### config.mk
export PLATFORM = sky130hd
export DESIGN_NAME = mac_requant
export DESIGN_NICKNAME = d
export VERILOG_FILES = /design/src/rtl/mac_requant_pkg.sv /design/src/rtl/requant_round_sat.sv /design/src/rtl/mac_requant.sv
export SDC_FILE = /design/constraint.sdc
export NUM_CORES = 1
export LEC_CHECK = 0
export ABC_AREA = 1
export BUFFER_PORTS_ARGS = -buffer_cell sky130_fd_sc_hd__buf_2
export CORE_MARGIN = 2
export CORE_UTILIZATION = 30
export CTS_CLUSTER_DIAMETER = 100
export DETAILED_ROUTE_END_ITERATION = 10
export HOLD_SLACK_MARGIN = 0.02
export PLACE_DENSITY = 0.54
export RECOVER_POWER = 50
export SLEW_MARGIN = 10
export SYNTH_ARGS = -nofsm -noshare
export SYNTH_HDL_FRONTEND = slang
export SYNTH_SLANG_ARGS = --single-unit
### constraint.sdc
create_clock -name clk -period 4.3 [get_ports clk]
set_clock_uncertainty 0.1 [all_clocks]
set_input_delay 0.215 -clock clk [delete_from_list [all_inputs] [get_ports clk]]
set_output_delay 0.215 -clock clk [all_outputs]
set_load 0.02 [all_outputs]
### src/rtl/mac_requant_pkg.sv
// mac_requant_pkg: shared widths and saturation bounds for the requantization stage.
package mac_requant_pkg;

  localparam int ACC_BIT_DEF    = 20;
  localparam int BIAS_BIT_DEF   = 20;
  localparam int ACT_BIT_DEF    = 8;
  localparam int SHIFT_BIT_DEF  = 5;
  localparam int NUM_CH_MAX_DEF = 16;

  // Largest value representable by a signed activation of the given width.
  function automatic int act_max(input int bits);
    return (1 << (bits - 1)) - 1;
  endfunction

  // Smallest value representable by a signed activation of the given width.
  function automatic int act_min(input int bits);
    return -(1 << (bits - 1));
  endfunction

endpackage

### src/rtl/requant_round_sat.sv
// requant_round_sat: combinational core of the requantizer.
// The rounding half (sum -> r) feeds the stage 2 register; the clamp half
// (r -> act) feeds the stage 3 register. The two halves work on different
// samples in the same cycle, so they share no signals.
module requant_round_sat
  import mac_requant_pkg::*;
#(
  parameter int ACC_BIT   = ACC_BIT_DEF,
  parameter int ACT_BIT   = ACT_BIT_DEF,
  parameter int SHIFT_BIT = SHIFT_BIT_DEF
) (
  input  logic signed [ACC_BIT:0]   sum,
  input  logic        [SHIFT_BIT-1:0] shift,
  output logic signed [ACC_BIT+1:0] rnd_out,
  input  logic signed [ACC_BIT+1:0] sat_in,
  input  logic                      relu,
  output logic signed [ACT_BIT-1:0] act
);

  localparam int R_W = ACC_BIT + 2;
  localparam logic        [SHIFT_BIT-1:0] SHIFT_MAX = SHIFT_BIT'(ACC_BIT);
  localparam logic signed [R_W-1:0]       R_MAX     = R_W'(act_max(ACT_BIT));
  localparam logic signed [R_W-1:0]       R_MIN     = R_W'(act_min(ACT_BIT));

  logic        [SHIFT_BIT-1:0] sh_eff;
  logic signed [R_W-1:0]       sum_ext;
  logic signed [R_W-1:0]       half;
  logic signed [R_W-1:0]       biased;

  // Round-half-up arithmetic right shift; a zero shift adds nothing and passes sum through.
  always_comb begin
    sh_eff  = (shift > SHIFT_MAX) ? SHIFT_MAX : shift;
    sum_ext = R_W'(sum);
    half    = '0;
    if (sh_eff != '0) begin
      half = R_W'(1) <<< (sh_eff - SHIFT_BIT'(1));
    end
    biased  = sum_ext + half;
    rnd_out = biased >>> sh_eff;
  end

  // Clamp to the activation range; relu pins negatives to zero first.
  always_comb begin
    act = sat_in[ACT_BIT-1:0];
    if (relu && sat_in[R_W-1]) begin
      act = '0;
    end else if (sat_in > R_MAX) begin
      act = ACT_BIT'(act_max(ACT_BIT));
    end else if (sat_in < R_MIN) begin
      act = ACT_BIT'(act_min(ACT_BIT));
    end
  end

endmodule

### src/rtl/mac_requant.sv
// mac_requant: bias add, rounding right shift and saturation of MAC
// accumulator results, as a 3-stage valid/ready pipeline with a plain
// stall chain (no skid buffer).
// Optional build macro MAC_REQUANT_RELU_EN adds the cfg_relu input.
module mac_requant
  import mac_requant_pkg::*;
#(
  parameter int ACC_BIT    = ACC_BIT_DEF,
  parameter int BIAS_BIT   = BIAS_BIT_DEF,
  parameter int ACT_BIT    = ACT_BIT_DEF,
  parameter int SHIFT_BIT  = SHIFT_BIT_DEF,
  parameter int NUM_CH_MAX = NUM_CH_MAX_DEF
) (
  input  logic                          clk,
  input  logic                          rst,
  input  logic                          acc_valid,
  output logic                          acc_ready,
  input  logic [ACC_BIT-1:0]            acc_data,
  output logic                          out_valid,
  input  logic                          out_ready,
  output logic [ACT_BIT-1:0]            out_data,
  output logic                          out_last,
  input  logic [SHIFT_BIT-1:0]          cfg_shift,
  input  logic [$clog2(NUM_CH_MAX):0]   cfg_num_ch,
  input  logic                          bias_wr_en,
  input  logic [$clog2(NUM_CH_MAX)-1:0] bias_wr_addr,
  input  logic [BIAS_BIT-1:0]           bias_wr_data
`ifdef MAC_REQUANT_RELU_EN
  ,
  input  logic                          cfg_relu
`endif
);

  localparam int CNT_W = $clog2(NUM_CH_MAX);
  localparam int SUM_W = ACC_BIT + 1;
  localparam int R_W   = ACC_BIT + 2;
  localparam logic [CNT_W:0] NCH_MAX = (CNT_W + 1)'(NUM_CH_MAX);
  localparam logic [CNT_W:0] NCH_ONE = (CNT_W + 1)'(1);

  logic signed [BIAS_BIT-1:0] bias_mem [NUM_CH_MAX];

  logic [CNT_W-1:0] ch_cnt;
  logic [CNT_W:0]   num_eff;
  logic             ch_last;
  logic             ch_wrap;

  logic                    s1_valid;
  logic                    s1_last;
  logic signed [SUM_W-1:0] s1_sum;
  logic signed [SUM_W-1:0] sum_nxt;

  logic                    s2_valid;
  logic                    s2_last;
  logic signed [R_W-1:0]   s2_r;
  logic signed [R_W-1:0]   r_nxt;

  logic signed [ACT_BIT-1:0] act_nxt;

  logic s3_ready;
  logic s2_ready;
  logic s1_ready;
  logic in_fire;
  logic relu;

`ifdef MAC_REQUANT_RELU_EN
  assign relu = cfg_relu;
`else
  assign relu = 1'b0;
`endif

  assign s3_ready  = ~out_valid | out_ready;
  assign s2_ready  = ~s2_valid | s3_ready;
  assign s1_ready  = ~s1_valid | s2_ready;
  assign acc_ready = s1_ready;
  assign in_fire   = acc_valid & s1_ready;

  // Effective channel count (0 acts as 1, oversize clamps), end-of-row flags and the bias add.
  always_comb begin
    if (cfg_num_ch == '0) begin
      num_eff = NCH_ONE;
    end else if (cfg_num_ch > NCH_MAX) begin
      num_eff = NCH_MAX;
    end else begin
      num_eff = cfg_num_ch;
    end
    ch_last = ({1'b0, ch_cnt} == (num_eff - NCH_ONE));
    ch_wrap = ({1'b0, ch_cnt} >= (num_eff - NCH_ONE));
    sum_nxt = SUM_W'($signed(acc_data)) + SUM_W'(bias_mem[ch_cnt]);
  end

  // Bias register file; a same-cycle read sees the value from before the write.
  always_ff @(posedge clk) begin
    if (rst) begin
      for (int i = 0; i < NUM_CH_MAX; i++) begin
        bias_mem[i] <= '0;
      end
    end else if (bias_wr_en) begin
      bias_mem[bias_wr_addr] <= $signed(bias_wr_data);
    end
  end

  // Channel counter advances on every accepted sample and wraps at the row end.
  always_ff @(posedge clk) begin
    if (rst) begin
      ch_cnt <= '0;
    end else if (in_fire) begin
      ch_cnt <= ch_wrap ? '0 : ch_cnt + CNT_W'(1);
    end
  end

  // Stage 1: biased sum and row-end flag.
  always_ff @(posedge clk) begin
    if (rst) begin
      s1_valid <= 1'b0;
      s1_last  <= 1'b0;
      s1_sum   <= '0;
    end else if (s1_ready) begin
      s1_valid <= acc_valid;
      if (acc_valid) begin
        s1_sum  <= sum_nxt;
        s1_last <= ch_last;
      end
    end
  end

  requant_round_sat #(
    .ACC_BIT  (ACC_BIT),
    .ACT_BIT  (ACT_BIT),
    .SHIFT_BIT(SHIFT_BIT)
  ) u_round_sat (
    .sum    (s1_sum),
    .shift  (cfg_shift),
    .rnd_out(r_nxt),
    .sat_in (s2_r),
    .relu   (relu),
    .act    (act_nxt)
  );

  // Stage 2: rounded, shifted value using the shift present while the sample sits in stage 1.
  always_ff @(posedge clk) begin
    if (rst) begin
      s2_valid <= 1'b0;
      s2_last  <= 1'b0;
      s2_r     <= '0;
    end else if (s2_ready) begin
      s2_valid <= s1_valid;
      if (s1_valid) begin
        s2_r    <= r_nxt;
        s2_last <= s1_last;
      end
    end
  end

  // Stage 3: saturated activation; holds steady while downstream stalls.
  always_ff @(posedge clk) begin
    if (rst) begin
      out_valid <= 1'b0;
      out_data  <= '0;
      out_last  <= 1'b0;
    end else if (s3_ready) begin
      out_valid <= s2_valid;
      if (s2_valid) begin
        out_data <= act_nxt;
        out_last <= s2_last;
      end
    end
  end

endmodule

# Word level (Yosys, flattened, before mapping)

Memories as Yosys holds them, arrays and structs flattened. A register that Yosys moved wholly into a read port is not among the register bits.
Cells that the tools add are included.

Bits in registers: 61
Latch bits: 0
Bits in writable memories: 320
Memory bits (read-only): 0
Word-level logic and storage cells: 54
Memories kept: 1

Add/subtract/negate cells: 5
$mul: 0
Divide/modulo/power cells: 0
Magnitude comparators: 5
Eq/ne operators: 1
Shift operators: 2
Multiplexer cells: 17
Bitwise logic cells: 7
Reduce and logical (&&, ||, !) cells: 6

Memory list:

| name     | words | width | rd ports | clocked after Yosys merged registers in | wr ports | RTL line          | text |
|---|---|---|---|---|---|---|---|
| bias_mem | 16    | 20    | 1        | 1                                       | 16       | mac_requant.sv:40 | `logic signed [BIAS_BIT-1:0] bias_mem [NUM_CH_MAX];` |

Operator list:

| operator              | count |
|---|---|
| $add 21x22->22        | 1 |
| $gt 22x8->1 const B   | 1 |
| $lt 22x8->1 const B   | 1 |
| $mux 22               | 1 |
| $sshl 2x5->22 const A | 1 |
| $sshr 22x5->22        | 1 |
| $add 20x20->21        | 1 |
| $mux 20               | 1 |
| $reduce_or 20->1      | 1 |
| $mux 4                | 4 |
| $mux 8                | 2 |
| $mux 5                | 3 |
| $gt 5x5->1 const B    | 2 |
| $sub 5x1->5 const B   | 2 |
| $mux 1                | 6 |
| $reduce_and 2->1      | 3 |
| $eq 4x5->1            | 1 |
| $ge 4x5->1            | 1 |
| $logic_not 5->1       | 1 |
| $reduce_bool 5->1     | 1 |
| $add 4x1->4 const B   | 1 |
| $not 1->1             | 3 |
| $or 1x1->1            | 3 |
| $and 1x1->1           | 1 |

# Logic depth before layout (Yosys ltp)

Word-level depth: 8
Gate-level depth with buffers: 31
Depth with buffers taken out: 31

# Cells and area by module

From an unflattened synthesis, not the netlist that was laid out.

Cell total of the unflattened synthesis: 2466
Area total of the unflattened synthesis: 21090.2 sq um

Modules (own cells, without submodules):

| module            | instances | cells each | area an instance (sq um) |
|---|---|---|---|
| mac_requant       | 1         | 1845       | 18122.4 |
| requant_round_sat | 1         | 621        | 2967.8 |

# Worst setup path before layout

No wires, ideal clock.

Path type: register to register
Start point: register (tool-made name)
End point: register s1_sum[14]
Library setup time: 0.058 ns
Arrival: 3.176 ns
Path slack: 0.965 ns
Cell stages (with the launch flop): 24
Buffers on the path: 4
Period minus slack after synthesis: 3.335 ns
Cell sequence: dfxtp_1 -> clkbuf_1 -> buf_2 -> buf_2 -> buf_2 -> mux2i_1 -> o211ai_1 -> nand3_1 -> nand2_1 -> ha_1 -> inv_1 -> fa_1 -> nand3b_1 -> nand2_1 -> a21oi_1 -> o21ai_0 -> a21oi_1 -> inv_1 -> nand2_1 -> a21oi_1 -> nor2_1 -> nand2_1 -> o211ai_1 -> inv_1

RTL lines:

| element              | RTL line           | text |
|---|---|---|
| to (signal assigned) | mac_requant.sv:120 | `s1_sum <= sum_nxt;` |
| to (decl)            | mac_requant.sv:49  | `logic signed [SUM_W-1:0] s1_sum;` |

# Worst setup path in the final report

Start point: input port cfg_shift[3]
End point: register s2_r[0]

Longest elaborated chain between the ends: 7

RTL lines:

| element              | RTL line                | text |
|---|---|---|
| from (decl)          | mac_requant.sv:23       | `input logic [SHIFT_BIT-1:0] cfg_shift,` |
| $gt 5x5->1           | requant_round_sat.sv:32 | `sh_eff = (shift > SHIFT_MAX) ? SHIFT_MAX : shift;` |
| $mux 5 *             | requant_round_sat.sv:32 |  |
| $sub 5x1->5          | requant_round_sat.sv:36 | `half = R_W'(1) <<< (sh_eff - SHIFT_BIT'(1));` |
| $sshl 2x5->22        | requant_round_sat.sv:36 |  |
| $mux 22              | requant_round_sat.sv:35 | `if (sh_eff != '0) begin` |
| $add 21x22->22       | requant_round_sat.sv:38 | `biased = sum_ext + half;` |
| $sshr 22x5->22 *     | requant_round_sat.sv:39 | `rnd_out = biased >>> sh_eff;` |
| to (signal assigned) | mac_requant.sv:148      | `s2_r <= r_nxt;` |
| to (decl)            | mac_requant.sv:54       | `logic signed [R_W-1:0] s2_r;` |

Every way passes the cells marked *; elsewhere a longest branch is shown, timed or not.
A chain may end at the register's enable or synchronous reset.

==> impl_metrics.csv <==
group,metric,value,unit
timing,grt_setup_unrepaired,"false",
synthesis,synth_top_area_frac,0.464,
power,power_leakage,9.68,nW
clock_tree,clk_pin_slew,0.05,ns
timing,maxSlewViolCount,109,
global_route,antenna_found_initial,0,
synthesis,synth_top_flop_cell,"edfxtp_1",
synthesis,yosysTopAreaCell,"edfxtp_1",
synthesis,synth_seq_cells,385,
synthesis,yosys-top-cells-area,"edfxtp_1 46%, nor2_1 7.4%, dfxtp_1 6.3%, nand2_1 5.8%, inv_1 5.1%",
route,drc_errors,0,
timing,period_share,0.899,
clock_tree,cts_num_sinks,385,
timing,slew_headroom,-0.0753,
synthesis,avgSynthCellArea,8.75,sq um
power,p_total,9.74,mW
synthesis,syn-instance-count,2365,
cells_and_area,nNetsFinal,2517,
route,routed_wl,64800,um
cells_and_area,fill_cells,7057,
flow_run,max-cap-violations,5,
worst_setup_path,arrival,4.23,ns
clock_tree,htreeDepth,2,
clock_tree,cts_buffers,45,
timing,holdWs,0.0797,ns
timing,max_freq,0.259,GHz
synthesis,netlist_area,0.0207,sq mm
timing,setup_viol,0,
placement,place_hpwl,44100,um
timing,hold_violations,0,
route,wl_per_cell,19.5,um
worst_setup_path,critPathLaunchType,"input pin",
timing,fin_crit,3.87,ns
timing,setup_tns,0,ns
floorplan,fp.coreArea,0.0685,sq mm
route,first_pass_iters,7,
global_route,track_usage,0.180,
cells_and_area,drive_gt1_frac,0.0805,
global_route,grt_pass1_vias,16273,
cells_and_area,seq_area,0.0109,sq mm
route,drt-initial-drc-count,1486,
floorplan,ios,70,
synthesis,async_flop_share,0,
floorplan,dieHeight,267,um
cells_and_area,multi_input_area,0.00812,sq mm
clock_tree,cts_tree,"built",
status,status,"complete, but fails checks",
clock_tree,cts-root-buf,"clkbuf_16",
synthesis,synth_nets,2473,
floorplan,initial_core_util,0.302,
synthesis,yosysMostFrequentCell,"nor2_1",
clock_tree,clkLatencyLatePin,0.61,ns
floorplan,die_w,267,um
synthesis,ys_seq_area_frac,0.527,
route,viasPerCell,5.05,
placement,routabilityCongestion,0.928,
route,route.vias.total,16823,
floorplan,rows,96,
power,ir_drop,339,uV
worst_setup_path,end_kind,"flop",
hold_path,hp-class,"in -> reg",
worst_setup_path,ff2ff_setup_slack,0.43,ns
worst_setup_path,critPathMaxFanout,8,
status,violations,"capacitance limit, slew limit",
cells_and_area,diodes,0,
synthesis,synthTopCellsByCount,"410 x nor2_1, 320 x edfxtp_1, 317 x nand2_1",
global_route,gr-total-overflow,0,
synthesis,synth-edff-count,320,
route,drtAntennaViolNets,0,
timing,worstMarginPinSlew,1.61,ns
floorplan,die_area,0.0711,sq mm
worst_setup_path,criticalPathCategory,"in -> reg",
cells_and_area,finish.utilization,0.343,
worst_setup_path,cp.required,4.66,ns
cells_and_area,area_growth,13.6,%
placement,port_buffers,69,
synthesis,ys_warn_count,0,
clock_tree,clockBufferDepth,3,
global_route,grt_start_max_net_pins,55,
power,pwr_density_cell,414,mW/mm^2
synthesis,yosysUniqueCellTypes,43,
global_route,grt_first_pass_wirelength,97600,um
report_power, final:
group	internal (mW)	total (mW)	switching, mW	leakage [nW]
combinational	0.536	1.64	1.11	5.40
clock	2.10	3.72	1.62	0.692
sequential	4.27	4.38	0.104	3.59
total	6.90	9.74	2.83	9.68
placed cells by master (no fill, tap or decap), drive strengths merged, types with 7 or more instances in the layout:
cell type | synthesis | final
o21ai | 143 | 143
nand3 | 199 | 199
nor2 | 418 | 418
inv | 285 | 288
clkinv | 3 | 23
clkbuf | 106 | 89
dfxtp | 65 | 65
ha | 47 | 47
nor3 | 13 | 13
dlygate4sd3 | 0 | 7
o211ai | 84 | 84
a31oi | 12 | 12
edfxtp | 320 | 320
xnor2 | 13 | 13
nand2 | 331 | 331
buf | 33 | 99
nand4 | 21 | 21
mux2i | 80 | 80
xor2 | 8 | 8
a21oi | 160 | 160
per-stage QoR:
step / std cells / cell area (sq um) / worst slack [ns]
after floorplan: 2365 / 20700 / 0.965
after global placement: 3237 / 22100 / 0.488
after detailed placement: 3237 / 22100 / 0.435
after CTS: 3328 / 23600 / 0.494
after global routing: 3328 / 23500 / 0.0679
final: 3328 / 23500 / 0.433
path summary, 6_finish.rpt:
kind                                    end          from  cells after the start
worst max-delay path                s2_r[0]  cfg_shift[3]                     27
worst max register to register   s1_sum[17]          flop                     17
worst min register to register  out_data[0]   out_data[0]                      2
worst min-delay path             s1_sum[20]  acc_data[19]                      5
sequential cells by signal, summed over array words and instances (netlist names), named ones only:
| register | flops |
|---|---|
| bias_mem | 320 |
| s2_last | 1 |
| ch_cnt | 4 |
| out_data | 8 |
| s2_r | 22 |
| s1_valid | 1 |
| s1_sum | 21 |
| out_last | 1 |
| s2_valid | 1 |
| s1_last | 1 |
| out_valid | 1 |
kinds of logic after synthesis:
family / count (synthesis) / share of synthesized area
simple gates: 991 / 0.202
buf+inv: 427 / 0.0805
compound gates: 411 / 0.112
flops: 385 / 0.527
mux: 80 / 0.0387
fa+ha+maj: 49 / 0.0304
xor+xnor: 21 / 0.00889
other cells: 1 / 0.000181
per-layer routing:
metal	global-route usage	wire length, um	vias up
li1	-	-	8072
met1	0.248	28900	8120
met2	0.296	30500	545
met3	0.0255	4100	86
met4	0.0478	1300	0
met5	0	0	-
repair_timing:
action / in CTS / in global routing
hold endpoints to repair: 8 / 0
hold buffers: 7 / 0
resized for setup: 0 / 0
setup buffers: 0 / 0
layout make-up:
cell class,instances,area share
clock buffer,59,0.0506
clock inverter,25,0.0101
inverter,288,0.0460
multi-input combinational,1553,0.345
sequential,385,0.465
tap,882,0.0470
timing repair buffer,136,0.0365
worst max-delay path, stage by stage:
cell,delay (ns)
dlygate4sd3_1,0.52
buf_2,0.19
nand2_1,0.11
nand2_2,0.14
nor2_4,0.08
nor2_2,0.21
nand3_1,0.16
nand2_1,0.15
inv_1,0.10
nand2_1,0.11
nor2_1,0.05
ha_1,0.23
fa_1,0.50
nand3_1,0.13
nand3_1,0.18
nand2_1,0.12
nand2_1,0.09
nand2_1,0.10
nand2_1,0.06
nand2_1,0.10
nand2_1,0.06
nand2_1,0.06
nand3_1,0.08
nand3_1,0.14
nand3_1,0.16
nand3_1,0.11
a21oi_1,0.08
(Power assumes the default switching activity.)
